<file path="src/rtl/gb_out_stream_sink.sv">
// gb_out_stream_sink: receives one Gaussian-blur output frame per start
// pulse, tracks the row/col position of the next expected pixel, folds each
// accepted pixel into a rotate-add checksum and flags TLAST misplacement.
// Optional feature macro: GB_SINK_BP_EN (LFSR-driven TREADY backpressure).
module gb_out_stream_sink #(
    parameter int          OUT_COLS  = 640,
    parameter int          OUT_ROWS  = 480,
    parameter logic [15:0] LFSR_SEED = 16'hACE1
) (
    input  logic        clk,
    input  logic        rst,
    input  logic        start,
    input  logic [7:0]  s_tdata,
    input  logic        s_tvalid,
    input  logic        s_tlast,
    output logic        s_tready,
    input  logic [1:0]  bp_density,
    output logic [9:0]  col,
    output logic [9:0]  row,
    output logic [19:0] px_count,
    output logic [31:0] checksum,
    output logic        busy,
    output logic        frame_done,
    output logic        tlast_err
);

    localparam logic [9:0] COL_MAX = 10'(OUT_COLS - 1);
    localparam logic [9:0] ROW_MAX = 10'(OUT_ROWS - 1);

    typedef enum logic [1:0] {IDLE, RECV, DONE} state_t;
    state_t state;

    logic beat;
    logic last_pos;
    logic ready_calc;

    assign beat     = (state == RECV) && s_tvalid && s_tready;
    assign last_pos = (row == ROW_MAX) && (col == COL_MAX);

`ifdef GB_SINK_BP_EN
    logic [15:0] lfsr;
    logic        lfsr_fb;

    // Fibonacci taps 16,14,13,11 in 1-based numbering
    assign lfsr_fb = lfsr[15] ^ lfsr[13] ^ lfsr[12] ^ lfsr[10];

    // Pseudo-random stall source; only advances while a frame is in flight
    always_ff @(posedge clk or posedge rst) begin
        if (rst) begin
            lfsr <= LFSR_SEED;
        end else if (state == RECV) begin
            lfsr <= {lfsr[14:0], lfsr_fb};
        end
    end

    assign ready_calc = (bp_density == 2'd0) ? 1'b1 : (lfsr[1:0] >= bp_density);
`else
    logic unused_bp;
    assign unused_bp  = ^{bp_density, LFSR_SEED};
    assign ready_calc = 1'b1;
`endif

    // Frame FSM with registered ready, position, checksum and status outputs
    always_ff @(posedge clk or posedge rst) begin
        if (rst) begin
            state      <= IDLE;
            col        <= '0;
            row        <= '0;
            px_count   <= '0;
            checksum   <= '0;
            s_tready   <= 1'b0;
            busy       <= 1'b0;
            frame_done <= 1'b0;
            tlast_err  <= 1'b0;
        end else begin
            case (state)
                IDLE, DONE: begin
                    if (start) begin
                        state      <= RECV;
                        col        <= '0;
                        row        <= '0;
                        px_count   <= '0;
                        checksum   <= '0;
                        tlast_err  <= 1'b0;
                        frame_done <= 1'b0;
                        busy       <= 1'b1;
                        s_tready   <= ready_calc;
                    end
                end
                RECV: begin
                    s_tready <= ready_calc;
                    if (beat) begin
                        checksum <= {checksum[30:0], checksum[31]} + {24'd0, s_tdata};
                        px_count <= px_count + 20'd1;
                        // TLAST must coincide exactly with the count-based last pixel
                        if (s_tlast != last_pos) begin
                            tlast_err <= 1'b1;
                        end
                        if (last_pos) begin
                            col        <= '0;
                            row        <= '0;
                            state      <= DONE;
                            s_tready   <= 1'b0;
                            busy       <= 1'b0;
                            frame_done <= 1'b1;
                        end else if (col == COL_MAX) begin
                            col <= '0;
                            row <= row + 10'd1;
                        end else begin
                            col <= col + 10'd1;
                        end
                    end
                end
                default: begin
                    state <= IDLE;
                end
            endcase
        end
    end

endmodule

</file>
<file path="config.mk">
export PLATFORM = sky130hd
export DESIGN_NAME = gb_out_stream_sink
export DESIGN_NICKNAME = d
export VERILOG_FILES = /design/src/rtl/gb_out_stream_sink.sv
export SDC_FILE = /design/constraint.sdc
export NUM_CORES = 1
export LEC_CHECK = 0
export BUFFER_PORTS_ARGS = -buffer_cell sky130_fd_sc_hd__buf_2
export CORE_ASPECT_RATIO = 2
export CORE_MARGIN = 2
export CORE_UTILIZATION = 30
export CTS_CLUSTER_SIZE = 28
export DETAILED_ROUTE_END_ITERATION = 10
export GPL_TIMING_DRIVEN = 0
export HOLD_SLACK_MARGIN = 0.02
export PLACE_DENSITY = 0.46
export REMOVE_ABC_BUFFERS = 1
export SLEW_MARGIN = 20
export SYNTH_ARGS = -nofsm -noshare
export SYNTH_HDL_FRONTEND = slang
export SYNTH_SLANG_ARGS = --single-unit
</file>
<file path="constraint.sdc">
create_clock -name clk -period 3.6 [get_ports clk]
set_clock_uncertainty 0.05 [all_clocks]
set_input_delay 0.18 -clock clk [delete_from_list [all_inputs] [get_ports clk]]
set_output_delay 0.18 -clock clk [all_outputs]
set_load 0.1 [all_outputs]
</file>
==> summary.md <==
| Metric | Value |
|---|---|
| Post-CTS Hold Buffers | 2 |
| Antenna viol nets, final | 0 |
| First-pass GRT wire length | about 20000 µm |
| # IOs | between 90 and 100 |
| Yosys top cell area share | between 40% and 50% |
| Max_slew headroom | between 20% and 30% |
| DP Cell Count | approximately 740 |
| Sequential power share | 28.5% |
| GPL Wtd Cong | about 0.84 |
| Num CTS Buffers | 9 |
| Drt wl/cell | 16.3 µm |
| Commonest non-fill, non-tap cells in the layout | 88 x buf_2, 78 x dfrtp_1, 55 x o21ai_0 |
| Logic pwr share | between 40% and 50% |
| Die X | ~89 µm |
| Sw Pwr | approximately 0.0024 W |
| Worst Tran Pin Value | 1.06 ns |
| Seq/Total Area, Yosys | between 40% and 50% |
| Final setup vio count | 0 |
| Initial antenna violation count | 0 |
| Clock share of power | between 20% and 30% |
| FILL cells | roughly 1500 |
| Layout cell share with drive strength beyond 1 | ~23% |
| Fin cells | approximately 750 |
| Clk sink count | 78 |
| Final hold violations | 0 |
| Worst-path clk slew | approximately 0.06 ns |
| Height of the die | 175 µm |
| Async S/R FF share, synth | between 90% and 100% |
| Status | complete, no violations |
| Pre-antenna DRT Iters | 4 |
| Met3 Use GR | under 10% |
| Total track usage | between 10% and 20% |
| Pre-CTS worst setup slack | just over 0.6 ns |
| Post-Route WL | 12300 µm |
| Leakage | roughly 2.5 nW |
| NumNets Final | between 500 and 600 |
| Fin crit share | between 80% and 90% |
| Crit-path max FO | 12 |
| Min Tclk post-route | around 3 ns |
| Crit Path Class | flop to flop |
| Max VDD drop | just over 0.5 mV |
| Final Instance Area | 5400 µm² |
| Vias in the first global route | between 4000 and 5000 |
| Seq cells post-synth | just under 80 |
| Core area | about 14000 µm² |
| Most common cell after layout, fill and taps aside | buf_2 |
| Post-synth top area cell | dfrtp_1 |
| Max-Cap Viols | 0 |
| Largest net degree at the start of global routing | 52 |
| Post-CTS Resized | 0 |
| Hold path depth | 3 |
| Starting Density | between 30% and 40% |
| Root Driver | clkbuf_16 |
| Final core utilization | 37.8% |
| IO Port Bufs | 88 |
| Fin Hold WS | between 0.1 and 0.15 ns |
| P_int | 0.00215 W |
| Fmax | around 0.33 GHz |
| Multi-input gate area | roughly 2300 µm² |
| Unrepaired setup endpoints after global routing | no |
| Final WS setup | 0.596 ns |
| Reg2Reg Depth | 9 |
| Maximum clock path buffer count | 2 |
| Path type of the worst min-delay path | primary input to flop |
| Row count | 62 |
| Slew Viols, Final | 0 |
| Synth warn | 0 |
| Post-DP Area | between 5000 and 6000 µm² |
| Grt peak-use layer | met2 |
| Grt ovf | 0 |
| WP data arrival | between 3 and 4 ns |
| Synth top area cells | dfrtp_1 45%, o21ai_0 6.3%, xor2_1 5.6% |
| Clk_lat worst skew | between 0.3 and 0.4 ns |
| Diodes inserted | 0 |
| CP Launch Type | flop |
| Mean Syn Cell Area | 9.23 µm² |
| Crit. End Element | flop |
| TritonCTS clock tree | built |
| CTS H-tree depth | 3 |
| Reg2Reg Setup Slack | about 0.60 ns |
| Die ar. | about 16000 µm² |
| Post-Syn Instances | ~470 |
| Register area | 1950 µm² |
| Crit path required time | approximately 3.8 ns |
| P&R area growth vs syn | 23.7% |
| PD cells | around 850 nW/µm² |
| Met2 Usage GRT | slightly above 30% |
| Initial DRC count | around 190 |
| # DRC | 0 |
| Top_reg_cell synth | dfrtp_1 |
| Setup bufs post-CTS | 0 |
| Drt via density | around 5.1 |
| Yosys cell types | 56 |
| Number of synthesized flops with an enable pin | 0 |
| Routed vias | ~3900 |
| Met1 usage | 18.1% |
| Mapped cell area | 4360 µm² |
| Post-DP HPWL | around 9000 µm |
| Sw Share | a little over half |
-- synth_stat cells, drive strengths merged (4+ instances only) --
master   number
o2111ai       5
nor2b         5
nor2         43
o31ai         4
a21oi        16
o211ai        4
and3         15
ha           11
o21ai        61
buf          11
clkbuf       10
dfrtp        78
xor2         28
nor3          9
nand2b        5
xnor2        22
and4          4
nand2        55
nand4        13
inv           9
nand3        37
-- worst max-delay path, stage by stage, from the launching register on --
cell,delay [ns]
dfrtp_1,0.40
ha_1,0.18
inv_1,0.05
fa_1,0.37
and2b_1,0.25
o2111ai_1,0.16
a21oi_1,0.87
o21ai_0,0.22
xor2_1,0.19
o21ai_0,0.18
-- logic make-up after synthesis --
kind of cell | Yosys count | share of synthesized area, %
adder cells (fa/ha/maj) | 12 | 3.61
flip-flops | 78 | 44.7
AO/OA/AOI/OAI | 108 | 15.5
XOR/XNOR | 50 | 10.0
buffers and inverters | 30 | 3.30
AND/OR/NAND/NOR | 195 | 22.8
-- cell type report --
| type | instances | share of cell area [%] |
|---|---|---|
| flip-flops and latches | 78 | 36.2 |
| multi-input cells | 365 | 42.4 |
| well taps | 192 | 4.45 |
| inverters | 9 | 0.672 |
| clock buffers | 11 | 4.31 |
| clock inverters | 5 | 1.97 |
| repair buffers | 93 | 10.1 |
-- power groups by stage --
stage                     Sequential [W]  Clock [W]  Combinational (W)
after floorplan                  0.00257          0           0.000529
after global placement           0.00131          0            0.00219
after detailed placement         0.00132          0            0.00223
after CTS                        0.00130    0.00108            0.00224
after global routing             0.00134    0.00112            0.00234
final                            0.00130    0.00105            0.00222
-- routing by layer --
metal	share of wire, %	up-vias
met5	0	-
met2	57	71
met4	1.3	0
met3	3.3	12
li1	-	1846
met1	38	1926
-- sequential cells by signal, summed over array words and instances, names as in the netlist --
| name | cells |
|---|---|
| busy | 1 |
| checksum | 32 |
| col | 10 |
| frame_done | 1 |
| px_count | 20 |
| row | 10 |
| s_tready | 1 |
| state | 2 |
| tlast_err | 1 |
-- through the flow --
stage / TNS [ns] / total power, W
floorplan: 0 / 0.00309
global placement: -6.62 / 0.00350
detailed placement: 0 / 0.00355
CTS: 0 / 0.00462
global route: 0 / 0.00480
finish: 0 / 0.00457
-- path summary, 6_finish.rpt --
path	from	endpoint
max	checksum[31]$_DFFE_PP0P_	checksum[12]$_DFFE_PP0P_
min	s_tlast	tlast_err$_DFFE_PP0P_
max reg2reg	checksum[31]$_DFFE_PP0P_	checksum[12]$_DFFE_PP0P_
min reg2reg	tlast_err$_DFFE_PP0P_	tlast_err$_DFFE_PP0P_
max in group asynchronous	rst	checksum[22]$_DFFE_PP0P_
min in group asynchronous	rst	frame_done$_DFFE_PP0P_
No activity file was read; power rests on OpenSTA's default activity.
